**src/rtl/axi_lite_regfile.sv**
```systemverilog
// AXI4-Lite slave that maps NREGS DLEN-bit registers onto the bus, with byte strobes and SLVERR decode.
// The write (AW/W/B) and read (AR/R) paths run independently. Register contents are exported flat on o_reg_q.
module axi_lite_regfile #(
    parameter int              ALEN      = 32,
    parameter int              DLEN      = 32,
    parameter int              SLEN      = DLEN / 8,
    parameter int              NREGS     = 16,
    parameter logic [DLEN-1:0] RESET_VAL = '0
) (
    input  logic                   i_aclk,
    input  logic                   i_aresetn,
    input  logic                   i_awvalid,
    output logic                   o_awready,
    input  logic [ALEN-1:0]        i_awaddr,
    input  logic                   i_wvalid,
    output logic                   o_wready,
    input  logic [DLEN-1:0]        i_wdata,
    input  logic [SLEN-1:0]        i_wstrb,
    output logic                   o_bvalid,
    input  logic                   i_bready,
    output logic [1:0]             o_bresp,
    input  logic                   i_arvalid,
    output logic                   o_arready,
    input  logic [ALEN-1:0]        i_araddr,
    output logic                   o_rvalid,
    input  logic                   i_rready,
    output logic [DLEN-1:0]        o_rdata,
    output logic [1:0]             o_rresp,
    output logic [NREGS*DLEN-1:0]  o_reg_q
);
    localparam int AB = $clog2(SLEN);
    localparam int IW = ALEN - AB;
    localparam int RW = (NREGS > 1) ? $clog2(NREGS) : 1;
    localparam logic [1:0] RESP_OKAY   = 2'b00;
    localparam logic [1:0] RESP_SLVERR = 2'b10;

    logic [DLEN-1:0] r_regs [NREGS];
    logic            r_awHeld;
    logic [IW-1:0]   r_awIdx;
    logic            r_wHeld;
    logic [DLEN-1:0] r_wData;
    logic [SLEN-1:0] r_wStrb;
    logic            r_bvalid;
    logic [1:0]      r_bresp;
    logic            r_rvalid;
    logic [DLEN-1:0] r_rdata;
    logic [1:0]      r_rresp;

    logic [IW-1:0]   w_awIdx;
    logic [IW-1:0]   w_arIdx;
    logic            w_awHs;
    logic            w_wHs;
    logic            w_arHs;
    logic            w_commit;
    logic            w_wrOk;
    logic            w_arOk;
    logic [RW-1:0]   w_wrSel;
    logic [RW-1:0]   w_rdSel;

    // The byte-offset bits below the word index play no part in decode.
    assign w_awIdx  = i_awaddr[ALEN-1:AB];
    assign w_arIdx  = i_araddr[ALEN-1:AB];
    assign w_wrOk   = (r_awIdx < IW'(NREGS));
    assign w_arOk   = (w_arIdx < IW'(NREGS));
    assign w_wrSel  = r_awIdx[RW-1:0];
    assign w_rdSel  = w_arIdx[RW-1:0];

    assign o_awready = i_aresetn && !r_awHeld && !r_bvalid;
    assign o_wready  = i_aresetn && !r_wHeld && !r_bvalid;
    assign o_arready = i_aresetn && !r_rvalid;
    assign w_awHs    = i_awvalid && o_awready;
    assign w_wHs     = i_wvalid && o_wready;
    assign w_arHs    = i_arvalid && o_arready;
    assign w_commit  = r_awHeld && r_wHeld;

    // AW and W are captured independently. The write commits once both halves are held.
    always_ff @(posedge i_aclk) begin
        if (!i_aresetn) begin
            r_awHeld <= 1'b0;
            r_awIdx  <= '0;
            r_wHeld  <= 1'b0;
            r_wData  <= '0;
            r_wStrb  <= '0;
            r_bvalid <= 1'b0;
            r_bresp  <= RESP_OKAY;
        end else if (w_commit) begin
            r_awHeld <= 1'b0;
            r_wHeld  <= 1'b0;
            r_bvalid <= 1'b1;
            r_bresp  <= w_wrOk ? RESP_OKAY : RESP_SLVERR;
        end else begin
            if (w_awHs) begin
                r_awHeld <= 1'b1;
                r_awIdx  <= w_awIdx;
            end
            if (w_wHs) begin
                r_wHeld <= 1'b1;
                r_wData <= i_wdata;
                r_wStrb <= i_wstrb;
            end
            if (r_bvalid && i_bready) begin
                r_bvalid <= 1'b0;
            end
        end
    end

    always_ff @(posedge i_aclk) begin
        if (!i_aresetn) begin
            for (int i = 0; i < NREGS; i++) begin
                r_regs[i] <= RESET_VAL;
            end
        end else if (w_commit && w_wrOk) begin
            for (int b = 0; b < SLEN; b++) begin
                if (r_wStrb[b]) begin
                    r_regs[w_wrSel][8*b +: 8] <= r_wData[8*b +: 8];
                end
            end
        end
    end

    // A read on the commit edge samples the register before the write lands.
    always_ff @(posedge i_aclk) begin
        if (!i_aresetn) begin
            r_rvalid <= 1'b0;
            r_rdata  <= '0;
            r_rresp  <= RESP_OKAY;
        end else if (w_arHs) begin
            r_rvalid <= 1'b1;
            r_rdata  <= w_arOk ? r_regs[w_rdSel] : '0;
            r_rresp  <= w_arOk ? RESP_OKAY : RESP_SLVERR;
        end else if (r_rvalid && i_rready) begin
            r_rvalid <= 1'b0;
        end
    end

    for (genvar g = 0; g < NREGS; g++) begin : g_flat
        assign o_reg_q[g*DLEN +: DLEN] = r_regs[g];
    end

    assign o_bvalid = r_bvalid;
    assign o_bresp  = r_bresp;
    assign o_rvalid = r_rvalid;
    assign o_rdata  = r_rdata;
    assign o_rresp  = r_rresp;
endmodule

```
**config.mk**
```make
export PLATFORM = sky130hd
export DESIGN_NAME = axi_lite_regfile
export DESIGN_NICKNAME = d
export VERILOG_FILES = /design/src/rtl/axi_lite_regfile.sv
export SDC_FILE = /design/constraint.sdc
export NUM_CORES = 1
export LEC_CHECK = 0
export CAP_MARGIN = 10
export CORE_AREA = 2 2 253 255
export CTS_CLUSTER_SIZE = 30
export DETAILED_ROUTE_END_ITERATION = 10
export DIE_AREA = 0 0 255 257
export HOLD_SLACK_MARGIN = 0.06
export PLACE_DENSITY = 0.68
export SYNTH_ARGS = -nofsm -noshare
export SYNTH_HDL_FRONTEND = slang
export SYNTH_SLANG_ARGS = --single-unit
```
**constraint.sdc**
```tcl
create_clock -name i_aclk -period 3.3 [get_ports i_aclk]
set_input_delay 0.825 -clock i_aclk [delete_from_list [all_inputs] [get_ports i_aclk]]
set_output_delay 0.825 -clock i_aclk [all_outputs]
set_load 0.01 [all_outputs]
```
==> metrics.md, run 1 <==
| Metric | Value |
|---|---|
| LEAKAGE | `12.2 nW` |
| Final Util | `57.6%` |
| Largest net degree at the start of global routing | `78` |
| DRC | `0` |
| Post-DP HPWL | `75900 µm` |
| Core Box Area | `62700 µm²` |
| Clock Tree Root | `clkbuf_16` |
| Period utilization | `89.6%` |
| FMAX | `338 MHz` |
| IO Count | `660` |
| GRT Util Overall | `30.6%` |
| Layout area overhead | `38.3%` |
| Post-CTS Setup Inserts | `0` |
| Buffers on Ports | `653` |
| Placer Congestion | `0.966` |
| Starting Density | `41.7%` |
| First-pass GRT wire length | `143000 µm` |
| Setup violators final | `0` |
| Number of flops mapped to enable cells by yosys | `512` |
| Clock buffers created by TritonCTS | `68` |
| Max clock buf depth | `3` |
| Commonest non-fill, non-tap cell in the layout | `clkdlybuf4s50_1` |
| Die Span Y | `257 µm` |
| NumNets Final | `2797` |
| Post_cts resized | `0` |
| Iter 0 DRT Violations | `2196` |
| Total power per unit cell area | `501 nW/µm²` |
| Drt first pass iters | `5` |
| Area share of the largest cell type after synthesis | `58.8%` |
| Rows | `92` |
| Synth Warn # | `0` |
| Register-to-register setup slack | `0.58 ns` |
| Outcome | `complete, no violations` |
| Sequential element share of the synthesized area | `66.7%` |
| Diodes inserted | `0` |
| Worst hold path class | `reg -> reg` |
| Worst Setup Start Kind | `primary input` |
| Async S/R FF share, synth | `0%` |
| Slew HR | `40.8%` |
| Synthesized flop and latch total | `616` |
| WP data arrival | `2.13 ns` |
| Most frequent cells in the layout | `649 x clkdlybuf4s50_1, 514 x nor2_1, 512 x edfxtp_1, 218 x nand2_1, 124 x buf_4` |
| Min Tclk post-route | `2.96 ns` |
| Power, Total | `18.1 mW` |
| CTS H-Tree Depth | `3` |
| Clock sinks | `616` |
| Setup TNS | `0 ns` |
| Clock latency on the worst-skew pair | `0.61 ns` |
| Global route overflow | `0` |
| Via count | `20300` |
| Clk pin slew, worst setup/hold paths | `0.06 ns` |
| Top FF cell, synth | `edfxtp_1` |
| CP max FO | `17` |
| Final Max Tran Viols | `0` |
| Fill count | `5060` |
| Hold Buf Count CTS | `0` |
| Width of the die | `255 µm` |
| Routed Wire Length | `101000 µm` |
| Die area | `65500 µm²` |
| Setup ws final | `0.343 ns` |
| Dominant cell type by area after synthesis | `edfxtp_1` |
| Critical path type | `in -> out` |
| Synth Cell Area | `26200 µm²` |
| Initial antenna violation count | `0` |
| Avg Cell Area, Syn | `12.9 µm²` |
| Maximum vdd drop | `0.338 mV` |
| Vias in the first global route | `19900` |
| Worst setup EP type | `output pin` |
| CP required | `2.47 ns` |
| Worst slew pin tran | `0.888 ns` |
| Synth area leaders | `edfxtp_1 59%, mux4_2 8.3%, dfxtp_1 8.0%` |
| Yosys cell types | `36` |
| DRT antenna net count | `0` |
| Via-per-instance ratio | `5.65` |
| Drt wl/cell | `28.2 µm` |
| Final Hold Violating Endpoints | `0` |
| Max-cap viol count | `0` |
| RSZ-0062 raised after global routing | `false` |
| Layout cells sized above 1 | `13.2%` |
| Synth Instances | `2022` |
| CTS tree | `built` |
| Post-place setup slack | `0.276 ns` |
| Clk_skew | `0.0258 ns` |
cells in the mapped netlist, types with 2 or more instances:
| library cell | count |
|---|---|
| o31ai_1 | 2 |
| nor3b_1 | 2 |
| nand2_1 | 218 |
| nand3_1 | 4 |
| buf_4 | 9 |
| mux4_2 | 96 |
| buf_1 | 2 |
| a21oi_1 | 33 |
| buf_2 | 47 |
| o221ai_1 | 32 |
| o31ai_2 | 30 |
| dfxtp_1 | 104 |
| clkbuf_1 | 123 |
| or4_1 | 2 |
| and2_1 | 9 |
| nor2b_1 | 5 |
| buf_12 | 3 |
| nor2_1 | 514 |
| mux2i_1 | 64 |
| nor4_1 | 10 |
| edfxtp_1 | 512 |
| o21ai_0 | 64 |
| nand4_1 | 17 |
| nand2b_1 | 8 |
| o22ai_1 | 32 |
| or2_2 | 2 |
| a21boi_0 | 69 |
report_power, final:
part	switching (mW)	internal (mW)
Sequential	0.213	8.66
Combinational	0.893	0.831
Clock	3.14	4.38
Total	4.24	13.9
registers in the layout, summed over array words and instances, names as in the netlist:
| signal | flops |
|---|---|
| o_rresp | 1 |
| r_regs | 512 |
| o_rdata | 32 |
| o_bresp | 1 |
| r_wData | 32 |
| r_awHeld | 1 |
| r_wHeld | 1 |
| r_awIdx | 30 |
| r_wStrb | 4 |
| o_bvalid | 1 |
| o_rvalid | 1 |
kinds of logic after synthesis:
kind of cell / Yosys count / synth area share [%]
AO/OA/AOI/OAI: 263 / 7.20
buffers and inverters: 185 / 3.22
flip-flops: 616 / 66.7
multiplexers: 160 / 10.7
other: 1 / 0.0143
AND/OR/NAND/NOR: 797 / 12.1
path summary, 6_finish.rpt:
path	to	start	cells after the start
worst max-delay path	o_awready	i_aresetn	3
worst min-delay path	r_wData[30]$_SDFFE_PN0P_	r_wData[30]$_SDFFE_PN0P_	2
worst max register to register	r_regs[14][18]$_SDFFCE_PN0P_	r_awIdx[29]$_SDFFE_PN0P_	7
worst min register to register	r_wData[30]$_SDFFE_PN0P_	r_wData[30]$_SDFFE_PN0P_	2
stage by stage:
stage               hold WS, ns  area, µm²  std cells
detailed placement        0.452      34000       3466
global route              0.482      36200       3591
floorplan                 0.443      26200       2023
global placement          0.437      34000       3466
finish                    0.463      36200       3591
CTS                       0.464      36200       3591
routing by layer:
layer  vias to the layer above  global-route usage [%]  part of all wire, %
li1                       8649                       -                    -
met1                     10200                    41.1                   38
met2                      1251                    48.8                   47
met3                       175                    6.41                   10
met4                         0                    11.7                  4.0
met5                         -                       0                    0
area by class of cell:
| class | count | area [µm²] | share of cell area [%] |
|---|---|---|---|
| flip-flops and latches | 616 | 17500 | 48.3 |
| clock inverters | 26 | 244 | 0.675 |
| clock buffers | 99 | 1950 | 5.40 |
| multi-input cells | 1222 | 7860 | 21.7 |
| repair buffers | 782 | 7590 | 21.0 |
| well taps | 846 | 1060 | 2.93 |
worst max-delay path, stage by stage:
cell             delay, ns
buf_4                 0.23
nor3b_1               0.44
clkdlybuf4s50_1       0.63
Note: power is estimated with default switching activity, not from simulation.
==> inputs of run 2 (changes only) <==
Settings changed: CORE_AREA 2 2 253 255 to 2 2 258 260, CTS_BUF_LIST from default to sky130_fd_sc_hd__clkbuf_2 sky130_fd_sc_hd__clkbuf_4 sky130_fd_sc_hd__clkbuf_8, DIE_AREA 0 0 255 257 to 0 0 260 262, PLACE_DENSITY 0.68 to 0.65.
==> metrics.md, run 2 (synthesized netlist as in run 1, its figures left out) <==
| Metric | Value |
|---|---|
| Reg-to-Reg End | `r_regs[11][14]$_SDFFCE_PN0P_` |
| DRC | `0` |
| Fill count | `5433` |
| Final Util | `55.6%` |
| LEAKAGE | `12.4 nW` |
| Outcome | `complete, no violations` |
| CTS H-Tree Depth | `3` |
| Routed Wire Length | `102000 µm` |
| Critical path type | `reg -> out` |
| Via count | `20300` |
| Clk pin slew, worst setup/hold paths | `0.06 ns` |
| Via-per-instance ratio | `5.49` |
| Worst hold path class | `reg -> reg` |
| CP required | `2.47 ns` |
| Width of the die | `260 µm` |
| Worst hold slack | `0.455 ns` |
| CP max FO | `4` |
| Total power per unit cell area | `483 nW/µm²` |
| Iter 0 DRT Violations | `2067` |
| Vias in the first global route | `20000` |
| Clock latency on the worst-skew pair | `0.72 ns` |
| Layout cells sized above 1 | `16.6%` |
| Worst-path cell chain | `nor3b_1 -> clkdlybuf4s50_1` |
| Setup TNS | `0 ns` |
| Drt wl/cell | `27.5 µm` |
| Final Max Tran Viols | `0` |
| Worst slew pin tran | `0.882 ns` |
| Clock sinks | `616` |
| Post_cts resized | `0` |
| R2R cell count | `6` |
| Post-CTS Setup Inserts | `0` |
| Setup ws final | `0.323 ns` |
| Post-place setup slack | `0.275 ns` |
| Setup violators final | `0` |
| Post-DP HPWL | `75400 µm` |
| Rows | `94` |
| DRT antenna net count | `0` |
| Dpl cell area | `34200 µm²` |
| RSZ-0062 raised after global routing | `false` |
| Min Tclk post-route | `2.98 ns` |
| Global route overflow | `0` |
| Initial antenna violation count | `1` |
| Worst Setup Start Kind | `flop` |
| Die Span Y | `262 µm` |
| Commonest non-fill, non-tap cell in the layout | `clkdlybuf4s50_1` |
| Drt first pass iters | `5` |
| Clk_skew | `0.0269 ns` |
| CTS tree | `built` |
| Final Cell Area | `36300 µm²` |
| Clock buffers created by TritonCTS | `99` |
| FMAX | `336 MHz` |
| Buffers on Ports | `653` |
| Die area | `68100 µm²` |
| WP data arrival | `2.15 ns` |
| NumNets Final | `2854` |
| CP max-delay cell | `clkdlybuf4s50_1` |
| Hold Buf Count CTS | `0` |
| Largest net degree at the start of global routing | `78` |
| Core Box Area | `65300 µm²` |
| IO Count | `660` |
| Max-cap viol count | `0` |
| Placer Congestion | `0.939` |
| GRT Util Overall | `29.3%` |
| Worst setup EP type | `output pin` |
| Critical path endpoint | `o_wready` |
| Register with the most flip-flops | `r_regs` |
| Most frequent cells in the layout | `649 x clkdlybuf4s50_1, 514 x nor2_1, 512 x edfxtp_1, 218 x nand2_1, 150 x buf_4` |
| Register-to-register setup slack | `0.48 ns` |
| Number of flip-flops in the largest register | `512` |
| First-pass GRT wire length | `142000 µm` |
| Crit path largest cell delay | `0.64 ns` |
| Slew HR | `41.2%` |
| Clock Tree Root | `clkbuf_8` |
| Maximum vdd drop | `0.341 mV` |
| Starting Density | `40.1%` |
| CP Launch Point | `o_bvalid$_SDFFE_PN0P_` |
| Period utilization | `90.2%` |
| Critical R2R Launch | `r_awIdx[29]$_SDFFE_PN0P_` |
| Final Hold Violating Endpoints | `0` |
| Layout area overhead | `38.7%` |
| Max clock buf depth | `3` |
==> run 2: how the worst min path moves through the flow <==
stage / from / end / slack (ns) / cells past startpoint
2_1_floorplan: r_awIdx[12]$_SDFFE_PN0P_ / r_awIdx[12]$_SDFFE_PN0P_ / 0.44 / 2
3_3_place_gp: o_rdata[0]$_SDFFE_PN0P_ / o_rdata[0]$_SDFFE_PN0P_ / 0.44 / 2
3_5_place_dp: o_rdata[0]$_SDFFE_PN0P_ / o_rdata[0]$_SDFFE_PN0P_ / 0.45 / 2
4_1_cts: o_rdata[0]$_SDFFE_PN0P_ / o_rdata[0]$_SDFFE_PN0P_ / 0.46 / 2
5_1_grt: r_awIdx[25]$_SDFFE_PN0P_ / r_awIdx[25]$_SDFFE_PN0P_ / 0.48 / 2
6_report: o_rdata[0]$_SDFFE_PN0P_ / o_rdata[0]$_SDFFE_PN0P_ / 0.46 / 2
==> run 2: where the power goes <==
part	internal [mW]	switching, mW	leakage, nW
logic	0.838	0.912	5.12
clock network	3.77	3.13	1.13
registers	8.66	0.199	6.12
total	13.3	4.24	12.4
==> run 2: critical path, delay by kind of cell, from the launching register on <==
kind,cells,cell delay (ns)
simple gates,1,0.47
buf+inv,1,0.64
flops,1,0.34
==> run 2: final cells by class <==
| type | count | area [µm²] | share of cell area [%] |
|---|---|---|---|
| Sequential cell | 616 | 17500 | 48.1 |
| Multi-Input combinational cell | 1222 | 7860 | 21.7 |
| Timing Repair Buffer | 808 | 7780 | 21.5 |
| Clock buffer | 156 | 1860 | 5.13 |
| Tap cell | 864 | 1080 | 2.98 |
| Clock inverter | 30 | 236 | 0.652 |
| Antenna cell | 1 | 2.50 | 0.00690 |
==> run 2: metrics by stage <==
stage,power (mW),instances
floorplan,9.69,2023
global placement,10.7,3510
detailed placement,10.8,3510
CTS,17.6,3696
global route,18.0,3697
finish,17.5,3697
==> run 2: metal layers <==
metal / share of wire [%] / global-route usage, %
met2: 47 / 46.7
met5: 0 / 0
met4: 3.4 / 10.7
met1: 40 / 39.4
met3: 9.3 / 6.73
